**src/rtl/dac_drv_pkg.sv**
```systemverilog
// Shared constants, FSM state type and saturation test for the DAC driver controller.
package dac_drv_pkg;
  localparam int NUM_BIN   = 8;
  localparam int NUM_THERM = 17;
  localparam int CODE_W    = 13;
  localparam int MAX_CODE  = 4607;

  typedef enum logic [1:0] {OFF, PWR_UP, ACTIVE, PWR_DN} state_t;

  // A thermometric count above 17 always implies a code above MAX_CODE; both are tested for clarity.
  function automatic logic sat_code(input logic [CODE_W-1:0] code);
    return (code[CODE_W-1:NUM_BIN] > 5'(NUM_THERM)) || (code > CODE_W'(MAX_CODE));
  endfunction
endpackage

```
**src/rtl/therm_dwa_decoder.sv**
```systemverilog
// Converts a thermometric count into a 17-unit selection mask, optionally rotated by the DWA pointer.
module therm_dwa_decoder
  import dac_drv_pkg::*;
#(
  parameter bit DWA_EN = 1'b1
) (
  input  logic [4:0]           n,
  input  logic [4:0]           ptr,
  output logic [NUM_THERM-1:0] mask,
  output logic [4:0]           ptr_next
);
  logic [NUM_THERM-1:0] fill;

  genvar gi;
  generate
    for (gi = 0; gi < NUM_THERM; gi++) begin : g_fill
      assign fill[gi] = (n > 5'(gi));
    end

    if (DWA_EN) begin : g_dwa
      logic [2*NUM_THERM-1:0] shifted;
      logic [5:0]             sum;
      // Rotate left by ptr: bits pushed past the top wrap into the low half.
      assign shifted  = {{NUM_THERM{1'b0}}, fill} << ptr;
      assign mask     = shifted[NUM_THERM-1:0] | shifted[2*NUM_THERM-1:NUM_THERM];
      assign sum      = {1'b0, ptr} + {1'b0, n};
      assign ptr_next = (sum >= 6'(NUM_THERM)) ? 5'(sum - 6'(NUM_THERM)) : sum[4:0];
    end else begin : g_fix
      assign mask     = fill;
      assign ptr_next = ptr;
    end
  endgenerate
endmodule

```
**src/rtl/dac_driver_ctrl.sv**
```systemverilog
// Power sequencing and code registration for the DAC driver cell (binary + 17-unit thermometric lines).
module dac_driver_ctrl
  import dac_drv_pkg::*;
#(
  parameter int PU_CYCLES = 16,
  parameter int PD_CYCLES = 8,
  parameter bit DWA_EN    = 1'b1
) (
  input  logic                 clk,
  input  logic                 rst,
  input  logic                 en,
  input  logic [CODE_W-1:0]    code_in,
  input  logic                 code_valid,
  output logic                 code_ready,
  output logic [NUM_BIN-1:0]   datain,
  output logic [NUM_BIN-1:0]   datainb,
  output logic [NUM_THERM-1:0] datatherm,
  output logic [NUM_THERM-1:0] datathermb,
  output logic                 pdb,
  output logic                 active,
  output logic                 sat_flag
);
  localparam int MAX_CYC = (PU_CYCLES > PD_CYCLES) ? PU_CYCLES : PD_CYCLES;
  localparam int CNT_W   = $clog2(MAX_CYC + 1);
  localparam logic [CNT_W-1:0] PU_LAST = CNT_W'(PU_CYCLES - 1);
  localparam logic [CNT_W-1:0] PD_LAST = CNT_W'(PD_CYCLES - 1);

  state_t               state_reg;
  logic [CNT_W-1:0]     cnt_reg;
  logic [4:0]           ptr_reg;
  logic [NUM_BIN-1:0]   datain_reg;
  logic [NUM_THERM-1:0] datatherm_reg;
  logic                 pdb_reg;
  logic                 active_reg;
  logic                 sat_reg;

  logic                 sat;
  logic [4:0]           n_sel;
  logic [NUM_BIN-1:0]   b_sel;
  logic [NUM_THERM-1:0] mask;
  logic [4:0]           ptr_next;

  assign sat   = sat_code(code_in);
  assign n_sel = sat ? 5'(NUM_THERM) : code_in[CODE_W-1:NUM_BIN];
  assign b_sel = sat ? {NUM_BIN{1'b1}} : code_in[NUM_BIN-1:0];

  therm_dwa_decoder #(.DWA_EN(DWA_EN)) u_dec (
    .n        (n_sel),
    .ptr      (ptr_reg),
    .mask     (mask),
    .ptr_next (ptr_next)
  );

  always_ff @(posedge clk or posedge rst) begin
    if (rst) begin
      state_reg     <= OFF;
      cnt_reg       <= '0;
      ptr_reg       <= '0;
      datain_reg    <= '0;
      datatherm_reg <= '0;
      pdb_reg       <= 1'b0;
      active_reg    <= 1'b0;
      sat_reg       <= 1'b0;
    end else begin
      case (state_reg)
        OFF: begin
          ptr_reg <= '0;
          if (en) begin
            state_reg <= PWR_UP;
            pdb_reg   <= 1'b1;
            cnt_reg   <= '0;
          end
        end
        PWR_UP: begin
          if (!en) begin
            state_reg <= PWR_DN;
            cnt_reg   <= '0;
          end else if (cnt_reg == PU_LAST) begin
            state_reg  <= ACTIVE;
            active_reg <= 1'b1;
          end else begin
            cnt_reg <= cnt_reg + CNT_W'(1);
          end
        end
        ACTIVE: begin
          if (!en) begin
            // Leaving ACTIVE clears the lines at the same edge so the cell never sees a stale code.
            state_reg     <= PWR_DN;
            cnt_reg       <= '0;
            active_reg    <= 1'b0;
            datain_reg    <= '0;
            datatherm_reg <= '0;
            sat_reg       <= 1'b0;
          end else if (code_valid) begin
            datain_reg    <= b_sel;
            datatherm_reg <= mask;
            ptr_reg       <= ptr_next;
            sat_reg       <= sat;
          end else begin
            sat_reg <= 1'b0;
          end
        end
        PWR_DN: begin
          if (cnt_reg == PD_LAST) begin
            state_reg <= OFF;
            pdb_reg   <= 1'b0;
          end else begin
            cnt_reg <= cnt_reg + CNT_W'(1);
          end
        end
        default: state_reg <= OFF;
      endcase
    end
  end

  assign code_ready = (state_reg == ACTIVE) & en;
  assign datain     = datain_reg;
  assign datainb    = ~datain_reg;
  assign datatherm  = datatherm_reg;
  assign datathermb = ~datatherm_reg;
  assign pdb        = pdb_reg;
  assign active     = active_reg;
  assign sat_flag   = sat_reg;
endmodule

```
**config.mk**
```make
export PLATFORM = sky130hd
export DESIGN_NAME = dac_driver_ctrl
export DESIGN_NICKNAME = d
export VERILOG_FILES = /design/src/rtl/dac_drv_pkg.sv /design/src/rtl/therm_dwa_decoder.sv /design/src/rtl/dac_driver_ctrl.sv
export SDC_FILE = /design/constraint.sdc
export NUM_CORES = 1
export LEC_CHECK = 0
export CORE_UTILIZATION = 35
export CTS_CLUSTER_DIAMETER = 150
export DETAILED_ROUTE_END_ITERATION = 6
export DONT_BUFFER_PORTS = 1
export HOLD_SLACK_MARGIN = 0.15
export SYNTH_ARGS = -nofsm -noshare
export SYNTH_HDL_FRONTEND = slang
export SYNTH_SLANG_ARGS = --single-unit
```
**constraint.sdc**
```tcl
create_clock -name clk -period 4.1 [get_ports clk]
set_clock_uncertainty 0.1 [all_clocks]
set_input_delay 0.615 -clock clk [delete_from_list [all_inputs] [get_ports clk]]
set_output_delay 0.615 -clock clk [all_outputs]
set_load 0.01 [all_outputs]
```
# After elaboration in Yosys (flattened, before gate mapping)
# Index checks and enable logic that the tools add are counted.
classes:
  add_sub_neg: 3
  magnitude_cmp: 20
  n_eq_ne: 16
  n_shift: 1
  n_mux: 31
  bitwise_logic: 4
  reduce_logical: 11
op_table:
  columns: ["op", "n"]
  rows:
  - ["$mux W5", 9]
  - ["$gt A5 B4 Y1 const B", 8]
  - ["$mux W17", 2]
  - ["$shl A17 B5 Y34", 1]
  - ["$mux W8", 3]
  - ["$gt A5 B3 Y1 const B", 4]
  - ["$pmux W5 S4", 1]
  - ["$not A17 Y17", 1]
  - ["$or A17 B17 Y17", 1]
  - ["$ne A2 B2 Y1 const B", 8]
  - ["$gt A13 B13 Y1 const B", 1]
  - ["$reduce_and A4 Y1", 3]
  - ["$gt A5 B1 Y1 const B", 2]
  - ["$gt A5 B2 Y1 const B", 2]
  - ["$gt A5 B5 Y1 const B", 2]
  - ["$mux W2", 5]
  - ["$pmux W5 S2", 1]
  - ["$not A8 Y8", 1]
  - ["$pmux W2 S4", 1]
  - ["$mux W1", 7]
  - ["$add A5 B5 Y6", 1]
  - ["$ge A6 B5 Y1 const B", 1]
  - ["$ne A3 B3 Y1 const B", 2]
  - ["$reduce_and A3 Y1", 2]
  - ["13 further kinds", 17]
totals:
  reg_bits: 40
  output_inout_bits: 54

# Longest topological paths before layout
# Gate-level depths: netlist (run 1).
depth:
  depth_word: 9
  ltp_mapped: 14
  mapped_depth_nobuf: 12

# Cells and area by module
# A second synthesis (run 1) with hierarchy kept.
unflattened:
  cells_unflattened: 447
  area_unflattened_um2: 3500.9
modules_own_cells:
  columns: ["mod", "n_inst", "cells_each", "area_each_um2"]
  rows:
  - ["dac_driver_ctrl", 1, 194, 1864.3]
  - ["therm_dwa_decoder", 1, 253, 1636.6]

# Worst setup path after synthesis (run 1)
# No wires, ideal clock.
synth_path:
  path_kind: "input -> register"
  start: "input port code_in[11]"
  end: "register ptr_reg[1]"
  setup_time_ns: 0.133
  t_arrival_ns: 3.532
  required_ns: 3.867
  setup_slack_ns: 0.335
  path_stages: 14
  n_path_buf: 2
  cell_sequence: "clkbuf_1 buf_2 o31a_1 or2_2 ha_1 inv_1 fa_1 ha_1 nand2b_1 nor4b_1 mux2i_1 a31oi_1 mux2i_1 o21ai_0"
synth_between:
  elab_chain_cells: 9
synth_lines:
  columns: ["element", "line_no", "rtl"]
  rows:
  - ["from (decl)", "dac_driver_ctrl.sv:12", "input logic [CODE_W-1:0] code_in,"]
  - ["$gt A13 B13 Y1 / $gt A5 B5 Y1 (equally long branches)", "dac_drv_pkg.sv:12", "return (code[CODE_W-1:NUM_BIN] > 5'(NUM_THERM)) || (code > CODE_W'(MAX_CODE));"]
  - ["$logic_or A1 B1 Y1", "dac_drv_pkg.sv:12", null]
  - ["$mux W5 *", "dac_driver_ctrl.sv:44", "assign n_sel = sat ? 5'(NUM_THERM) : code_in[CODE_W-1:NUM_BIN];"]
  - ["$add A5 B5 Y6 *", "therm_dwa_decoder.sv:26", "assign sum = {1'b0, ptr} + {1'b0, n};"]
  - ["$sub A5 B5 Y5 / $ge A6 B5 Y1 (equally long branches)", "therm_dwa_decoder.sv:27", "assign ptr_next = (sum >= 6'(NUM_THERM)) ? 5'(sum - 6'(NUM_THERM)) : sum[4:0];"]
  - ["$mux W5 *", "therm_dwa_decoder.sv:27", null]
  - ["$mux W5 *", "dac_driver_ctrl.sv:94", "end else if (code_valid) begin"]
  - ["$mux W5 *", "dac_driver_ctrl.sv:86", "if (!en) begin"]
  - ["$pmux W5 S2 *", "dac_driver_ctrl.sv:65", "case (state_reg)"]
  - ["to (signal assigned)", "dac_driver_ctrl.sv:97", "ptr_reg <= ptr_next;"]
  - ["to (decl)", "dac_driver_ctrl.sv:30", "logic [4:0] ptr_reg;"]
# Mark *: on every way between the ends. The rest lies on a longest branch, timed or not. The select of a mux whose other input is x is not followed.
# A chain may end at the register's enable or synchronous reset.

# Worst setup path in the final report (run 1)
# Ends and elaborated chain as after synthesis.

==> results.sh, run 1 <==
export IMPL_outcome="finished, final reports clean"
export IMPL_place_inst=546
export IMPL_netlist_area_leader_share=0.297
export IMPL_power_density_nw_per_um2=577
export IMPL_worst_pin_slew_ps=1060
export IMPL_cts_resized=0
export IMPL_clkSinkCount=40
export IMPL_ys_flop_type="dfrtp_1"
export IMPL_clockBufferDepth=2
export IMPL_setup_ws_ps=683
export IMPL_crit_type="in -> reg"
export IMPL_syn_inst=442
export IMPL_setup_tns_final_ps=0
export IMPL_critPathCaptureType="flip-flop"
export IMPL_worstPathCellList="o31a_1, or2_2, ha_1, inv_1, fa_1, ha_1, nand2b_1, nor4b_1, mux2i_1, a31oi_1, mux2i_1, o21ai_0"
export IMPL_syn_area_per_cell_um2=7.62
export IMPL_hold_buffers=0
export IMPL_start_kind="primary input"
export IMPL_rows=35
export IMPL_combPwrFrac=0.490
export IMPL_largest_reg_flops=17
export IMPL_grt_overflow_total=0
export IMPL_synthesis_nets=473
export IMPL_yosysTopAreaCell="dfrtp_1"
export IMPL_post_cts_buffers=0
export IMPL_cts_buffers_inserted=5
export IMPL_hpwlAfterDp_mm=6.95
export IMPL_maxCapViolations=0
export IMPL_grt_start_max_net_pins=41
export IMPL_drv_slew=0
export IMPL_avgRoutedWirePerCell_um=17.2
export IMPL_antennaDiodeCount=0
export IMPL_cp_arrival_ps=3480
export IMPL_final_setup_viol_count=0
export IMPL_ant_nets=0
export IMPL_p_sw_mw=1.02
export IMPL_max_freq_mhz=293
export IMPL_port_buffers=0
export IMPL_final_nets=455
export IMPL_grt_pass1_vias=3080
export IMPL_synth_seq_cells=40
export IMPL_pin_count=71
export IMPL_synth_area_leaders="dfrtp_1 (30%), o21ai_0 (5.9%), nand2_1 (5.3%)"
export IMPL_h_tree_depth=2
export IMPL_max_slew_margin=0.293
export IMPL_path_clk_slew_ps=90
export IMPL_dieArea_um2=10000
export IMPL_gp_congestion=0.932
export IMPL_grt_setup_unrepaired="no"
export IMPL_area_delta_synth_final_pct=4.57
export IMPL_worstHoldPathType="in -> async"
export IMPL_vias=3287
export IMPL_drtPass1Iterations=5
export IMPL_cts_root_buf="clkbuf_8"
export IMPL_period_needed_ps=3420
export IMPL_yosys_cell_types_count=65
export IMPL_drt_iter0_markers=163
export IMPL_synth_edf_count=0
export IMPL_cp_required_ps=4170
export IMPL_vias_per_cell=5.94
export IMPL_grt_first_pass_wirelength_mm=15.4
export IMPL_crit_path_max_incr_delay_ps=460
export IMPL_cts_tree="built"
export IMPL_pre_cts_ws_ps=431
export IMPL_die_x_um=100
export IMPL_core_area_um2=9280
export IMPL_grt_util_all_layers=0.196
export IMPL_async_reset_ff_frac=1.00
export IMPL_cp_max_fo=24
export IMPL_dieHeight_um=100
export IMPL_routed_wl_mm=9.53
export IMPL_hold_ws_ps=221
export IMPL_p_int_mw=1.01
export IMPL_yosys_warnings=0
export IMPL_hold_viol_final=0
export IMPL_clock_latency_ps=300
export IMPL_yosysSeqAreaShare=0.297
export IMPL_min_period_over_period=0.833
export IMPL_grt_antenna_before_repair=0
export IMPL_switching_share=0.501
export IMPL_cp_slowest_cell="fa_1"
export IMPL_stdcell_count=553
export IMPL_syn_area_um2=3370
export IMPL_power_frac_clock=0.132
export IMPL_drcViolationCount=0
export IMPL_power_total_mw=2.03
export IMPL_vdd_ir_drop_max_v=0.000339
export IMPL_pwr_share_seq=0.378
export IMPL_p_leak_nw=1.51
export IMPL_drive_gt1_frac=0.0590
export IMPL_start_util=0.363
final timing paths:
check / startpoint / end / slack, ps / cells after the start
min in group clk: code_in[3] / datain[3] / 370 / 2
max: code_in[11] / ptr_reg[1] / 680 / 12
min reg2reg: cnt_reg[2] / cnt_reg[2] / 450 / 1
max reg2reg: ptr_reg[0] / ptr_reg[1] / 850 / 10
min: rst / datatherm[11] / 220 / 2
max in group asynchronous: rst / datatherm[2] / 3330 / 2
final cells by class:
cell class | count | area, um^2
well taps | 129 | 161
inverters | 44 | 165
multi-input cells | 330 | 2090
clock buffers | 5 | 68.8
clock inverters | 2 | 12.5
flip-flops and latches | 40 | 1000
repair buffers | 3 | 22.5
fillers | 1011 | 5760
layout by cell type, fill, tap and decap left out, types with 8 or more instances in the layout:
cell      count
ha_1         13
nand2b_1      8
inv_1        44
nand3_1      18
o21ai_0      40
dfrtp_1      40
nor2_1       27
nand2_1      48
nor3_1       10
a21oi_1      33
kinds of logic (layout without fill, tap and decap cells):
group / after synthesis / after routing / share of synthesized area
compound gates: 158 / 158 / 0.318
simple gates: 143 / 143 / 0.204
buf+inv: 72 / 54 / 0.0832
flops: 40 / 40 / 0.297
fa+ha+maj: 17 / 17 / 0.0635
mux: 7 / 7 / 0.0219
xor+xnor: 5 / 5 / 0.0130
worst max-delay path, delay by kind of cell:
| kind | cells | cell delay, ps |
|---|---|---|
| adder cells (fa/ha/maj) | 3 | 880 |
| AO/OA/AOI/OAI | 3 | 800 |
| AND/OR/NAND/NOR | 3 | 740 |
| multiplexers | 2 | 370 |
| buffers and inverters | 1 | 70 |
Yosys cell counts, types with 3 or more instances:
cell type / count
o21a_1: 3
o211ai_1: 7
a21o_1: 7
a22oi_1: 4
clkbuf_1: 17
o221ai_1: 3
nor3_1: 10
and2_1: 3
a21oi_1: 33
inv_1: 44
nor4_1: 5
nand2b_1: 8
a311oi_1: 3
or2_2: 4
o21ai_0: 40
ha_1: 13
a31oi_1: 5
nor2_1: 27
a221o_1: 6
o31ai_1: 6
o32a_1: 4
buf_1: 3
buf_2: 8
a211oi_1: 7
o211a_1: 3
dfrtp_1: 40
mux2i_1: 4
nand2_1: 48
mux2_2: 3
xor2_1: 3
and3_1: 6
o22ai_1: 3
nand3_1: 18
power by group through the flow:
stage               Combinational [mW]  Sequential [mW]  Clock (mW)
global placement                 0.974            0.774           0
detailed placement               0.989            0.776           0
finish                           0.996            0.768       0.268
floorplan                        0.842            0.698           0
CTS                              0.991            0.771       0.270
global route                      1.13            0.803       0.284
routing by layer:
layer | track usage | vias to the layer above | wire length [um]
met5 | 0 | - | 0
met4 | 0.0836 | 0 | 337
met3 | 0.0481 | 24 | 626
met2 | 0.325 | 145 | 4500
met1 | 0.243 | 1543 | 4060
li1 | - | 1575 | -
through the flow:
stage | cell area [um^2] | utilization
2_1_floorplan | 3370 | -
3_3_place_gp | 3440 | 0.371
3_5_place_dp | 3440 | 0.371
4_1_cts | 3520 | 0.379
5_1_grt | 3520 | 0.379
6_report | 3520 | 0.379
Note: power is estimated with default switching activity, not from simulation.
==> run 2: changes to the inputs <==
clock period = 2.95 ns   (was 4.1 ns; I/O delays follow)
==> results.sh, run 2 (synthesized netlist as in run 1, its figures left out) <==
export IMPL_routed_wl_mm=9.66
export IMPL_reg2reg_from="ptr_reg[1]"
export IMPL_grt_antenna_before_repair=0
export IMPL_critPathCaptureType="flip-flop"
export IMPL_dr_wl_met2_mm=4.48
export IMPL_r2r_cells=9
export IMPL_period_needed_ps=2820
export IMPL_antennaDiodeCount=0
export IMPL_crit_top_cell="mux2i_1"
export IMPL_cts_buffers_inserted=5
export IMPL_drive_gt1_frac=0.0963
export IMPL_final_nets=466
export IMPL_area_delta_synth_final_pct=9.06
export IMPL_largest_reg_flops=17
export IMPL_combPwrFrac=0.506
export IMPL_hold_buffers=0
export IMPL_worst_pin_slew_ps=998
export IMPL_top_layer_used="met4"
export IMPL_cp_endpoint="ptr_reg[1]"
export IMPL_mostFrequentLayoutCell="nand2_1"
export IMPL_cp_slowest_cell="fa_1"
export IMPL_hpwlAfterDp_mm=7.11
export IMPL_pwr_share_seq=0.337
export IMPL_avgRoutedWirePerCell_um=17.1
export IMPL_r2r_slack_ps=330
export IMPL_drcViolationCount=0
export IMPL_cts_resized=0
export IMPL_ant_nets=0
export IMPL_gp_congestion=0.958
export IMPL_port_buffers=0
export IMPL_outcome="finished, final reports clean"
export IMPL_p_sw_mw=1.46
export IMPL_power_density_nw_per_um2=826
export IMPL_dieHeight_um=100
export IMPL_start_util=0.363
export IMPL_max_freq_mhz=354
export IMPL_hold_ws_ps=160
export IMPL_crit_path_max_incr_delay_ps=460
export IMPL_die_x_um=100
export IMPL_wl_met3_um=446
export IMPL_p_int_mw=1.58
export IMPL_cts_root_buf="clkbuf_8"
export IMPL_grt_first_pass_wirelength_mm=15.5
export IMPL_critPathLaunch="code_in[10]"
export IMPL_final_setup_viol_count=0
export IMPL_grt_overflow_total=0
export IMPL_mostFrequentLayoutCells="nand2_1 (48), inv_1 (43), o21ai_0 (40), dfrtp_1 (40), a21oi_1 (33)"
export IMPL_cts_tree="built"
export IMPL_cp_required_ps=3020
export IMPL_min_period_over_period=0.957
export IMPL_path_clk_slew_ps=90
export IMPL_cp_arrival_ps=2900
export IMPL_vdd_ir_drop_max_v=0.000386
export IMPL_fin_util=0.396
export IMPL_grt_setup_unrepaired="no"
export IMPL_worstPathCellList="o31a_1, or2_4, ha_4, inv_2, fa_1, ha_2, nand2b_4, nor4b_2, mux2i_1, a31oi_1, mux2i_1, o21ai_0"
export IMPL_core_area_um2=9280
export IMPL_drv_slew=0
export IMPL_cp_max_fo=25
export IMPL_wl_met1_mm=4.35
export IMPL_clkSinkCount=40
export IMPL_hold_viol_final=0
export IMPL_switching_share=0.480
export IMPL_rows=35
export IMPL_grt_pass1_vias=3027
export IMPL_drt_iter0_markers=198
export IMPL_crit_type="in -> reg"
export IMPL_post_cts_buffers=0
export IMPL_grt_start_max_net_pins=34
export IMPL_rr_endpoint="ptr_reg[1]"
export IMPL_p_leak_nw=1.59
export IMPL_start_kind="primary input"
export IMPL_power_frac_clock=0.157
export IMPL_h_tree_depth=2
export IMPL_vias_per_cell=5.90
export IMPL_clock_latency_ps=300
export IMPL_max_slew_margin=0.334
export IMPL_worstHoldPathType="in -> async"
export IMPL_dieArea_um2=10000
export IMPL_maxCapViolations=0
export IMPL_vias=3334
export IMPL_drtPass1Iterations=4
export IMPL_clockBufferDepth=2
export IMPL_grt_util_all_layers=0.196
export IMPL_pin_count=71
run 2: cell types whose count changed in the layout (fill, tap and decap cells not counted), sizes merged:
| cell | before | now |
|---|---|---|
| bufinv | 0 | 1 |
| buf | 3 | 14 |
| clkinv | 1 | 0 |
| inv | 44 | 45 |
run 2: through the flow:
| stage | cells | TNS (ps) | total power, mW | area (um^2) | setup slack (ps) |
|---|---|---|---|---|---|
| after global routing | 565 | 0 | 3.29 | 3670 | 21.7 |
| after global placement | 557 | -317 | 2.53 | 3560 | -132 |
| final | 565 | 0 | 3.03 | 3670 | 126 |
| after CTS | 565 | 0 | 3.03 | 3670 | 118 |
| after detailed placement | 557 | -534 | 2.55 | 3560 | -191 |
| after floorplan | 442 | -1260 | 2.18 | 3430 | -332 |
run 2: power groups by stage:
stage | sequential [mW] | clock, mW | combinational [mW]
CTS | 1.02 | 0.482 | 1.53
global route | 1.06 | 0.511 | 1.72
finish | 1.02 | 0.478 | 1.54
floorplan | 0.973 | 0 | 1.21
detailed placement | 1.03 | 0 | 1.52
global placement | 1.03 | 0 | 1.50
run 2: area by class of cell:
class,count,area [um^2]
fillers,972,5610
flip-flops and latches,40,1000
multi-input cells,330,2130
repair buffers,14,105
inverters,44,165
clock inverters,3,46.3
clock buffers,5,68.8
well taps,129,161
run 2: worst min-delay path by stage:
stage          startpoint    endpoint  slack [ps]  cells after the start
2_1_floorplan  cnt_reg[2]  cnt_reg[2]         390                      1
3_3_place_gp   cnt_reg[2]  cnt_reg[2]         430                      1
4_1_cts        code_in[3]   datain[3]         190                      2
6_report              rst         pdb         160                      1
3_5_place_dp   cnt_reg[2]  cnt_reg[2]         440                      1
5_1_grt        code_in[0]   datain[0]         180                      2
run 2: layer usage:
metal	track usage	vias to the layer above
li1	-	1601
met1	0.264	1570
met2	0.305	139
met3	0.0369	24
met4	0.0858	0
met5	0	-
run 2: worst max-delay path: cells and delay by family:
kind            cells  cell delay (ps)
compound gates      3              670
fa+ha+maj           3              820
buf+inv             1               50
mux                 2              340
simple gates        3              570
==> run 3: changes to the inputs <==
CORE_UTILIZATION = 53   (was 35)
PLACE_DENSITY = 0.71   (was default)
==> results.sh, run 3 (synthesized netlist as in run 1, its figures left out) <==
export IMPL_wl_met1_mm=3.96
export IMPL_critPathBufInv=1
export IMPL_top_layer_used="met4"
export IMPL_hold_ws_ps=193
export IMPL_drcViolationCount=0
export IMPL_worstHoldPathType="in -> reg"
export IMPL_clockBufferDepth=2
export IMPL_vias=3404
export IMPL_p_leak_nw=1.61
export IMPL_grt_first_pass_wirelength_mm=14.7
export IMPL_vdd_ir_drop_max_v=0.000543
export IMPL_hpwlAfterDp_mm=6.61
export IMPL_cp_required_ps=3050
export IMPL_pin_count=71
export IMPL_clkSinkCount=40
export IMPL_core_area_um2=6030
export IMPL_power_density_nw_per_um2=829
export IMPL_rows=28
export IMPL_routed_wl_mm=9.14
export IMPL_mostFrequentLayoutCells="nand2_1 (48), inv_1 (43), o21ai_0 (40), dfrtp_1 (40), a21oi_1 (33)"
export IMPL_setup_ws_ps=184
export IMPL_wl_met3_um=580
export IMPL_grt_antenna_before_repair=0
export IMPL_cp_slowest_cell="fa_1"
export IMPL_final_nets=469
export IMPL_fin_util=0.603
export IMPL_largest_reg_flops=17
export IMPL_dieArea_um2=6680
export IMPL_antennaDiodeCount=0
export IMPL_grt_overflow_total=0
export IMPL_path_clk_slew_ps=90
export IMPL_gp_congestion=0.929
export IMPL_register_area_um2=1000
export IMPL_ant_nets=0
export IMPL_h_tree_depth=2
export IMPL_drt_iter0_markers=444
export IMPL_final_setup_viol_count=0
export IMPL_grt_start_max_net_pins=41
export IMPL_grt_setup_unrepaired="no"
export IMPL_critPathCaptureType="flip-flop"
export IMPL_pre_cts_ws_ps=-156
export IMPL_port_buffers=0
export IMPL_crit_path_max_incr_delay_ps=460
export IMPL_grt_util_all_layers=0.287
export IMPL_setup_tns_final_ps=0
export IMPL_cts_tree="built"
export IMPL_outcome="finished, final reports clean"
export IMPL_maxCapViolations=0
export IMPL_max_slew_margin=0.644
export IMPL_drive_gt1_frac=0.103
export IMPL_cts_buffers_inserted=5
export IMPL_hold_viol_final=0
export IMPL_cts_root_buf="clkbuf_8"
export IMPL_max_freq_mhz=362
export IMPL_grt_pass1_vias=3069
export IMPL_dieHeight_um=81.7
export IMPL_avgRoutedWirePerCell_um=17.8
export IMPL_cp_arrival_ps=2870
export IMPL_drv_slew=0
export IMPL_crit_type="in -> reg"
export IMPL_post_cts_buffers=0
export IMPL_die_x_um=81.7
export IMPL_period_needed_ps=2770
export IMPL_min_period_over_period=0.938
export IMPL_mostFrequentLayoutCell="nand2_1"
export IMPL_multi_input_area_um2=2130
export IMPL_r2r_slack_ps=420
export IMPL_start_util=0.559
export IMPL_worstPathCellList="o31a_1, or2_4, ha_4, inv_2, fa_1, ha_2, nand2b_4, nor4b_2, mux2i_1, nand3_1, mux2_4, o311ai_1"
export IMPL_critPathTopFamily="adder cells"
export IMPL_cp_max_fo=25
export IMPL_vias_per_cell=6.62
export IMPL_worst_pin_slew_ps=531
export IMPL_dr_wl_met2_mm=4.39
export IMPL_n_fill_cell=555
export IMPL_area_delta_synth_final_pct=7.88
export IMPL_drtPass1Iterations=5
export IMPL_start_kind="primary input"
export IMPL_clock_latency_ps=290
run 3: final timing paths:
kind | cells after the start | endpoint | startpoint
min in group asynchronous | 3 | datatherm[1] | rst
worst min-delay path | 2 | datain[7] | code_in[7]
max in group asynchronous | 3 | datatherm[3] | rst
worst min register to register | 1 | state_reg[0] | state_reg[0]
worst max register to register | 10 | ptr_reg[2] | ptr_reg[0]
worst max-delay path | 12 | ptr_reg[2] | code_in[10]
run 3: cell type report:
type,instances,share of cell area
inverter,44,0.0455
tap,75,0.0258
sequential,40,0.275
multi-input combinational,330,0.587
clock buffer,5,0.0189
timing repair buffer,17,0.0358
clock inverter,3,0.0117
run 3: where the power goes:
| part | switching (mW) | internal, mW | leakage, nW |
|---|---|---|---|
| Clock | 0.211 | 0.251 | 0.0541 |
| Combinational | 0.958 | 0.581 | 1.03 |
| Sequential | 0.265 | 0.748 | 0.521 |
| Total | 1.43 | 1.58 | 1.61 |
run 3: routing by layer:
metal,vias up,GRT usage
li1,1601,-
met1,1602,0.371
met2,181,0.477
met3,20,0.0456
met4,0,0.111
met5,-,0
run 3: timing repair:
action                                  in CTS  in global routing
endpoints found under the setup margin       0                  1
hold buffers                                 1                  0
resized for setup                            0                  1
endpoints found under the hold margin       40                  0
run 3: per-stage QoR:
step	cell area, um^2	total power, mW	instances
2_1_floorplan	3430	2.18	442
3_3_place_gp	3510	2.51	505
3_5_place_dp	3510	2.53	505
4_1_cts	3630	2.99	514
5_1_grt	3630	3.27	514
6_report	3630	3.01	514
